**src/rtl/frequency_counter_max7219_pkg.sv**
```systemverilog
// Shared constants, frame table and BCD helpers
// for the gated frequency counter and its MAX7219 driver.
package frequency_counter_max7219_pkg;

  localparam logic [3:0] REG_DIGIT1    = 4'h1;
  localparam logic [3:0] REG_DIGIT8    = 4'h8;
  localparam logic [3:0] REG_DECODE    = 4'h9;
  localparam logic [3:0] REG_INTENSITY = 4'hA;
  localparam logic [3:0] REG_SCAN      = 4'hB;
  localparam logic [3:0] REG_SHUTDOWN  = 4'hC;
  localparam logic [3:0] REG_TEST      = 4'hF;

  localparam logic [3:0] CODEB_DASH = 4'hA;
  localparam int         FRAME_LEN  = 34;
  localparam logic [2:0] INIT_LAST  = 3'd5;

  typedef enum logic [1:0] {
    SEQ_INIT,
    SEQ_IDLE,
    SEQ_REFRESH
  } seq_state_t;

  function automatic logic [15:0] mk_frame(
    input logic [3:0] a,
    input logic [7:0] d
  );
    return {4'h0, a, d};
  endfunction

  function automatic logic [15:0] init_frame(
    input logic [2:0] i,
    input logic [3:0] inten
  );
    logic [15:0] f;
    case (i)
      3'd0:    f = mk_frame(REG_SHUTDOWN, 8'h00);
      3'd1:    f = mk_frame(REG_DECODE, 8'hFF);
      3'd2:    f = mk_frame(REG_INTENSITY, {4'h0, inten});
      3'd3:    f = mk_frame(REG_SCAN, 8'h07);
      3'd4:    f = mk_frame(REG_TEST, 8'h00);
      default: f = mk_frame(REG_SHUTDOWN, 8'h01);
    endcase
    return f;
  endfunction

  // Returns {carry_out, incremented 8-digit BCD value}
  function automatic logic [32:0] bcd_inc(
    input logic [31:0] v
  );
    logic [31:0] r;
    logic        c;
    r = v;
    c = 1'b1;
    for (int i = 0; i < 8; i++) begin
      if (c) begin
        if (v[4*i +: 4] == 4'd9) begin
          r[4*i +: 4] = 4'd0;
        end else begin
          r[4*i +: 4] = v[4*i +: 4] + 4'd1;
          c = 1'b0;
        end
      end
    end
    return {c, r};
  endfunction

endpackage

```
**src/rtl/frequency_counter_max7219_frame_tx.sv**
```systemverilog
// Serializes one 16-bit MAX7219 frame, MSB first,
// in a fixed 34-cycle slot; accepts a new frame in its last cycle.
module max7219_frame_tx
  import frequency_counter_max7219_pkg::*;
(
  input  logic        i_clk,
  input  logic        i_rst_n,
  input  logic        i_start,
  input  logic [15:0] i_data,
  output logic        o_busy,
  output logic        o_clko,
  output logic        o_dout,
  output logic        o_load
);

  logic        r_busy;
  logic [5:0]  r_cnt;
  logic [15:0] r_data;
  logic        r_clko;
  logic        r_dout;
  logic        r_load;
  logic        w_last;
  logic        w_accept;
  logic [5:0]  w_nxt;
  logic [3:0]  w_bit;

  assign w_last   = r_busy && (r_cnt == 6'(FRAME_LEN - 1));
  assign o_busy   = r_busy && !w_last;
  assign w_accept = i_start && !o_busy;
  assign w_nxt    = r_cnt + 6'd1;
  assign w_bit    = 4'd15 - w_nxt[4:1];

  assign o_clko = r_clko;
  assign o_dout = r_dout;
  assign o_load = r_load;

  always_ff @(posedge i_clk or negedge i_rst_n) begin
    if (!i_rst_n) begin
      r_busy <= 1'b0;
      r_cnt  <= 6'd0;
      r_data <= 16'h0000;
      r_clko <= 1'b0;
      r_dout <= 1'b0;
      r_load <= 1'b1;
    end else if (w_accept) begin
      r_busy <= 1'b1;
      r_cnt  <= 6'd0;
      r_data <= i_data;
      r_clko <= 1'b0;
      r_dout <= i_data[15];
      r_load <= 1'b0;
    end else if (w_last) begin
      r_busy <= 1'b0;
      r_clko <= 1'b0;
      r_dout <= 1'b0;
      r_load <= 1'b1;
    end else if (r_busy) begin
      r_cnt <= w_nxt;
      if (w_nxt < 6'd32) begin
        r_clko <= w_nxt[0];
        r_load <= 1'b0;
        // data moves only on the low half of each bit
        if (!w_nxt[0]) r_dout <= r_data[w_bit];
      end else begin
        r_clko <= 1'b0;
        r_dout <= 1'b0;
        r_load <= 1'b1;
      end
    end
  end

endmodule

```
**src/rtl/frequency_counter_max7219.sv**
```systemverilog
// Gated BCD frequency counter showing its result
// on a MAX7219 8-digit display.
module frequency_counter_max7219
  import frequency_counter_max7219_pkg::*;
#(
  parameter logic [27:0] RESET_VALUE_DIV2 = 28'd50_000_000,
  parameter logic [3:0]  INTENSITY        = 4'h8
) (
  input  logic clk,
  input  logic reset,
  input  logic iclk,
  output logic clko,
  output logic dout,
  output logic load
);

  logic        r_s1, r_s2, r_s3;
  logic        r_pre;
  logic [27:0] r_timer;
  logic [31:0] r_bcd;
  logic        r_ovf;
  logic [31:0] r_disp;
  seq_state_t  r_state;
  logic [2:0]  r_idx;
  logic        r_start;
  logic [15:0] r_data;
  logic        r_pend;

  logic        w_rise;
  logic [32:0] w_inc;
  logic [31:0] w_bcd_nxt;
  logic        w_gate;
  logic        w_busy;
  logic        w_accept;
  logic [3:0]  w_addr;

  function automatic logic [15:0] digit_frame(
    input logic [31:0] d,
    input logic [2:0]  i
  );
    logic [2:0] p;
    p = 3'd7 - i;
    return mk_frame(REG_DIGIT8 - {1'b0, i},
                    {4'h0, d[{p, 2'b00} +: 4]});
  endfunction

  assign w_rise    = r_s2 & ~r_s3;
  assign w_inc     = bcd_inc(r_bcd);
  assign w_bcd_nxt = w_rise ? w_inc[31:0] : r_bcd;
  assign w_gate    = r_pre && (r_timer == 28'd1);
  assign w_accept  = r_start && !w_busy;
  assign w_addr    = REG_DIGIT8 - {1'b0, r_idx};

  always_ff @(posedge clk or negedge reset) begin
    if (!reset) begin
      r_s1    <= 1'b0;
      r_s2    <= 1'b0;
      r_s3    <= 1'b0;
      r_pre   <= 1'b0;
      r_timer <= 28'd0;
      r_bcd   <= 32'd0;
      r_ovf   <= 1'b0;
      r_disp  <= 32'd0;
    end else begin
      r_s1  <= iclk;
      r_s2  <= r_s1;
      r_s3  <= r_s2;
      r_pre <= ~r_pre;
      // a zero timer (after reset) loads one short so window 0 is 2N long
      if (r_pre) begin
        if (r_timer == 28'd1)
          r_timer <= RESET_VALUE_DIV2;
        else if (r_timer == 28'd0)
          r_timer <= RESET_VALUE_DIV2 - 28'd1;
        else
          r_timer <= r_timer - 28'd1;
      end
      if (w_gate) begin
        r_disp <= r_ovf ? {8{CODEB_DASH}} : r_bcd;
        r_bcd  <= w_rise ? 32'd1 : 32'd0;
        r_ovf  <= 1'b0;
      end else begin
        r_bcd <= w_bcd_nxt;
        if (w_rise && w_inc[32]) r_ovf <= 1'b1;
      end
    end
  end

  always_ff @(posedge clk or negedge reset) begin
    if (!reset) begin
      r_state <= SEQ_INIT;
      r_idx   <= 3'd0;
      r_start <= 1'b0;
      r_data  <= 16'h0000;
      r_pend  <= 1'b0;
    end else begin
      unique case (r_state)
        SEQ_INIT: begin
          if (!r_start) begin
            r_start <= 1'b1;
            r_data  <= init_frame(r_idx, INTENSITY);
          end else if (w_accept) begin
            if (r_idx == INIT_LAST) begin
              r_start <= 1'b0;
              r_idx   <= 3'd0;
              r_state <= SEQ_IDLE;
            end else begin
              r_idx  <= r_idx + 3'd1;
              r_data <= init_frame(r_idx + 3'd1, INTENSITY);
            end
          end
        end
        SEQ_IDLE: begin
          if (r_pend) begin
            r_pend  <= 1'b0;
            r_idx   <= 3'd0;
            r_start <= 1'b1;
            r_data  <= digit_frame(r_disp, 3'd0);
            r_state <= SEQ_REFRESH;
          end
        end
        SEQ_REFRESH: begin
          if (w_accept) begin
            if (w_addr == REG_DIGIT1) begin
              r_start <= 1'b0;
              r_idx   <= 3'd0;
              r_state <= SEQ_IDLE;
            end else begin
              r_idx  <= r_idx + 3'd1;
              r_data <= digit_frame(r_disp, r_idx + 3'd1);
            end
          end
        end
        default: r_state <= SEQ_INIT;
      endcase
      // set after the case so a same-cycle gate is never lost
      if (w_gate) r_pend <= 1'b1;
    end
  end

  max7219_frame_tx u_tx (
    .i_clk   (clk),
    .i_rst_n (reset),
    .i_start (r_start),
    .i_data  (r_data),
    .o_busy  (w_busy),
    .o_clko  (clko),
    .o_dout  (dout),
    .o_load  (load)
  );

endmodule

```
**config.mk**
```make
export PLATFORM = sky130hd
export DESIGN_NAME = frequency_counter_max7219
export DESIGN_NICKNAME = d
export VERILOG_FILES = /design/src/rtl/frequency_counter_max7219_pkg.sv /design/src/rtl/frequency_counter_max7219_frame_tx.sv /design/src/rtl/frequency_counter_max7219.sv
export SDC_FILE = /design/constraint.sdc
export NUM_CORES = 1
export LEC_CHECK = 0
export ABC_AREA = 1
export CORE_MARGIN = 2
export CORE_UTILIZATION = 55
export CTS_CLUSTER_DIAMETER = 40
export DETAILED_ROUTE_END_ITERATION = 12
export DONT_BUFFER_PORTS = 1
export GPL_TIMING_DRIVEN = 0
export MAX_ROUTING_LAYER = met4
export PLACE_DENSITY = 0.7
export SYNTH_ARGS = -nofsm -noshare
export SYNTH_HDL_FRONTEND = slang
export SYNTH_SLANG_ARGS = --single-unit
export TNS_END_PERCENT = 100
```
**constraint.sdc**
```tcl
create_clock -name clk -period 2.5 [get_ports clk]
set_input_delay 0.25 -clock clk [delete_from_list [all_inputs] [get_ports clk]]
set_output_delay 0.25 -clock clk [all_outputs]
set_load 0.01 [all_outputs]
```
==> impl_metrics.tcl <==
set metrics [dict create \
    worstPathMaxFanout 13 \
    finalPower_w 0.005137 \
    top_level_ports 6 \
    crit_type "flip-flop to flip-flop" \
    skew_ns 0.006887 \
    drcViolationCount 0 \
    cts_hold_buffers 1 \
    cts_tree "done" \
    holdWs_ns -0.4877 \
    yosysUniqueCellTypes 43 \
    yosysWarningCount 0 \
    slew_viol_final 0 \
    final.setup.worst_slack_ns 0.1853 \
    netlist.top_cell.by_area "dfrtp_1" \
    peakVddDrop_uv 436.5 \
    dpl.cell_count 1237 \
    synth_flop_cell "dfrtp_1" \
    grt_pass1_wl_um 31060 \
    clock.fmax_mhz 432.0 \
    start_util 0.5647 \
    synth_top_area_frac 0.4182 \
    required_ns 2.86 \
    num_rows 43 \
    p_seq_frac 0.434 \
    max_cap_viol_count 0 \
    chipWidth_um 123.4 \
    htree_levels 4 \
    via_count 6910 \
    multi_input_area_mm2 0.003964 \
    diodes 0 \
    clk_latency_ns 0.43 \
    drt_iter0_drc 521 \
    numCtsBuffers 17 \
    grt_pass1_vias 6395 \
    register_area_mm2 0.003306 \
    finalWirelength_um 18690 \
    ctsRootBufferMaster "clkbuf_16" \
    antenna_found_initial 0 \
    grt.overflow.total 0 \
    cts_sinks 132 \
    ys_top_cells_by_area "dfrtp_1 42%, nand2_1 14%, nor2_1 6.3%" \
    grt_usage 0.2713 \
    cts.clk_slew.worst_paths_ns 0.06 \
    layout.nets 1116 \
    area_growth_pct 11.65 \
    yosysMostFrequentCell "nand2_1" \
    worstSetupEndpointType "flip-flop" \
    fin_crit_sh 0.9259 \
    syn_nets 1095 \
    status "finished with violations" \
    tightest_slew_ns 0.6518 \
    dp_hpwl_um 13220 \
    hold_viol 132 \
    ys_async_sr_fraction 1.000 \
    core_mm2 0.01388 \
    cts_buffer_depth 2 \
    port_buffers 0 \
    drtPass1Iterations 5 \
    synth_seq_cells 132 \
    detail-route-antenna-nets 0 \
    maxSlewHeadroom 0.5642 \
    crit_path_start_kind "flip-flop" \
    setup_viol 0 \
    ys_seq_area_frac 0.4215 \
    dp_slack_ns -0.08796 \
    min_period_ns 2.315 \
    fin_util 0.6305 \
    netlist_instances 1057 \
    p_comb_frac 0.029 \
    syn-cell-area_mm2 0.007839 \
    p_leak_nw 4.340 \
    syn_area_per_cell_um2 7.416 \
    drive_gt1_frac 0.08249 \
    hold_path.class "input port to async pin" \
    synth_common_cells "286 x nand2_1, 132 x nor2_1, 131 x dfrtp_1" \
    ff2ff_setup_slack_ns 0.19 \
    power.net_switching_w 0.001098 \
    crit_arrival_ns 2.67 \
    fin_cells 1271 \
    place.gp.congestion 0.9071 \
    p_clk_frac 0.537 \
    synth_edf_count 0 \
    grt_max_degree 133 \
    p_int_w 0.004039 \
    power_switching_share 0.2138 \
    power_density_mw_per_mm2 587.0 \
    dpl_cell_area_mm2 0.008064 \
    stdcell_area_mm2 0.008752 \
    dieArea_mm2 0.01522 \
    fill_cells 1243 \
    wl_per_cell_um 14.71 \
    die_h_um 123.4 \
    failed_checks "negative hold slack" \
    drt-vias-per-instance 5.437 \
]
==> layout make-up <==
cell class                 instances  area share
clock buffer                      20     0.05104
tap                              180     0.02573
inverter                         117     0.05032
clock inverter                    12     0.02330
sequential                       132      0.3777
buffer                            27     0.01615
timing repair buffer               3    0.002859
multi-input combinational        780      0.4529
==> logic make-up (layout without fill, tap and decap cells) <==
| kind of cell | Yosys count | count (layout) | synth area share |
|---|---|---|---|
| muxes | 1 | 1 | 0.001436 |
| and+or+nand+nor | 584 | 584 | 0.3232 |
| xor gates and xnor gates | 25 | 25 | 0.02793 |
| AOI/OAI and AO/OA | 135 | 135 | 0.09625 |
| adders and majority gates | 35 | 35 | 0.05587 |
| buffers and inverters | 145 | 179 | 0.07374 |
| DFF | 132 | 132 | 0.4215 |
==> stage by stage <==
stage	TNS (ns)	hold slack [ns]
after CTS	0	-0.5013
after global placement	-0.3744	-0.04079
after detailed placement	-0.4731	-0.04278
final	0	-0.4877
after floorplan	0	-0.04559
after global routing	-0.02168	-0.5046
==> power by group through the flow <==
stage	clock network, W	logic, W	registers (W)
after floorplan	0	0.000123	0.00226
after global placement	0	0.000140	0.00227
after detailed placement	0	0.000145	0.00227
after CTS	0.00279	0.000147	0.00223
after global routing	0.00289	0.000177	0.00224
final	0.00276	0.000147	0.00223
==> critical path, cell delays in order (launching register included) <==
cell and delay (ns):
dfrtp_2 0.43, inv_1 0.08, clkbuf_4 0.19, buf_4 0.20
ha_1 0.24, ha_1 0.28, inv_1 0.05, nand4_1 0.09
nand2_1 0.06, inv_1 0.06, nand2_1 0.07, nor2_1 0.16
buf_4 0.20, nand2_1 0.06, o21ai_1 0.08
==> state kept, by name (all words and copies together) (netlist names), 2 cells and up <==
signal,cells
r_state,2
r_bcd,32
u_tx.r_data,9
r_idx,3
r_disp,32
u_tx.r_cnt,6
r_data,9
r_timer,28
==> routing by layer <==
layer  vias to the layer above  GRT usage  share of wire
met2                       156     0.4131           0.46
met3                        26    0.05904          0.042
met4                         0    0.07741          0.014
met5                         -          -              0
met1                      3271     0.3669           0.49
li1                       3457          -              -
==> cell usage in the layout, fill, tap and decap left out, types with 14 or more instances in the layout <==
cell type,netlist,layout
nand3_1,89,89
nand2_1,286,286
nand4_1,28,28
a21oi_1,25,25
clkbuf_16,0,17
inv_1,114,114
o21ai_0,59,58
dfrtp_1,131,130
nor2_1,132,131
ha_1,35,35
xor2_1,16,16
clkbuf_1,14,14
o21ai_1,26,27
==> final timing paths <==
kind	depth (start not counted)	end	startpoint
min	0	r_bcd[23]	reset
max	14	r_data[8]	r_idx[0]
max reg2reg	14	r_data[8]	r_idx[0]
min reg2reg	0	r_s2	r_s1
min in group clk	0	r_s2	r_s1
max in group asynchronous	0	u_tx.o_load	reset
==> repair_timing <==
item / 4_1_cts / 5_1_grt
endpoints found under the hold margin: 133 / 132
resized for setup: 3 / 5
buffers inserted: 0 / 2
endpoints found under the setup margin: 9 / 12
No activity file was read; power rests on OpenSTA's default activity.
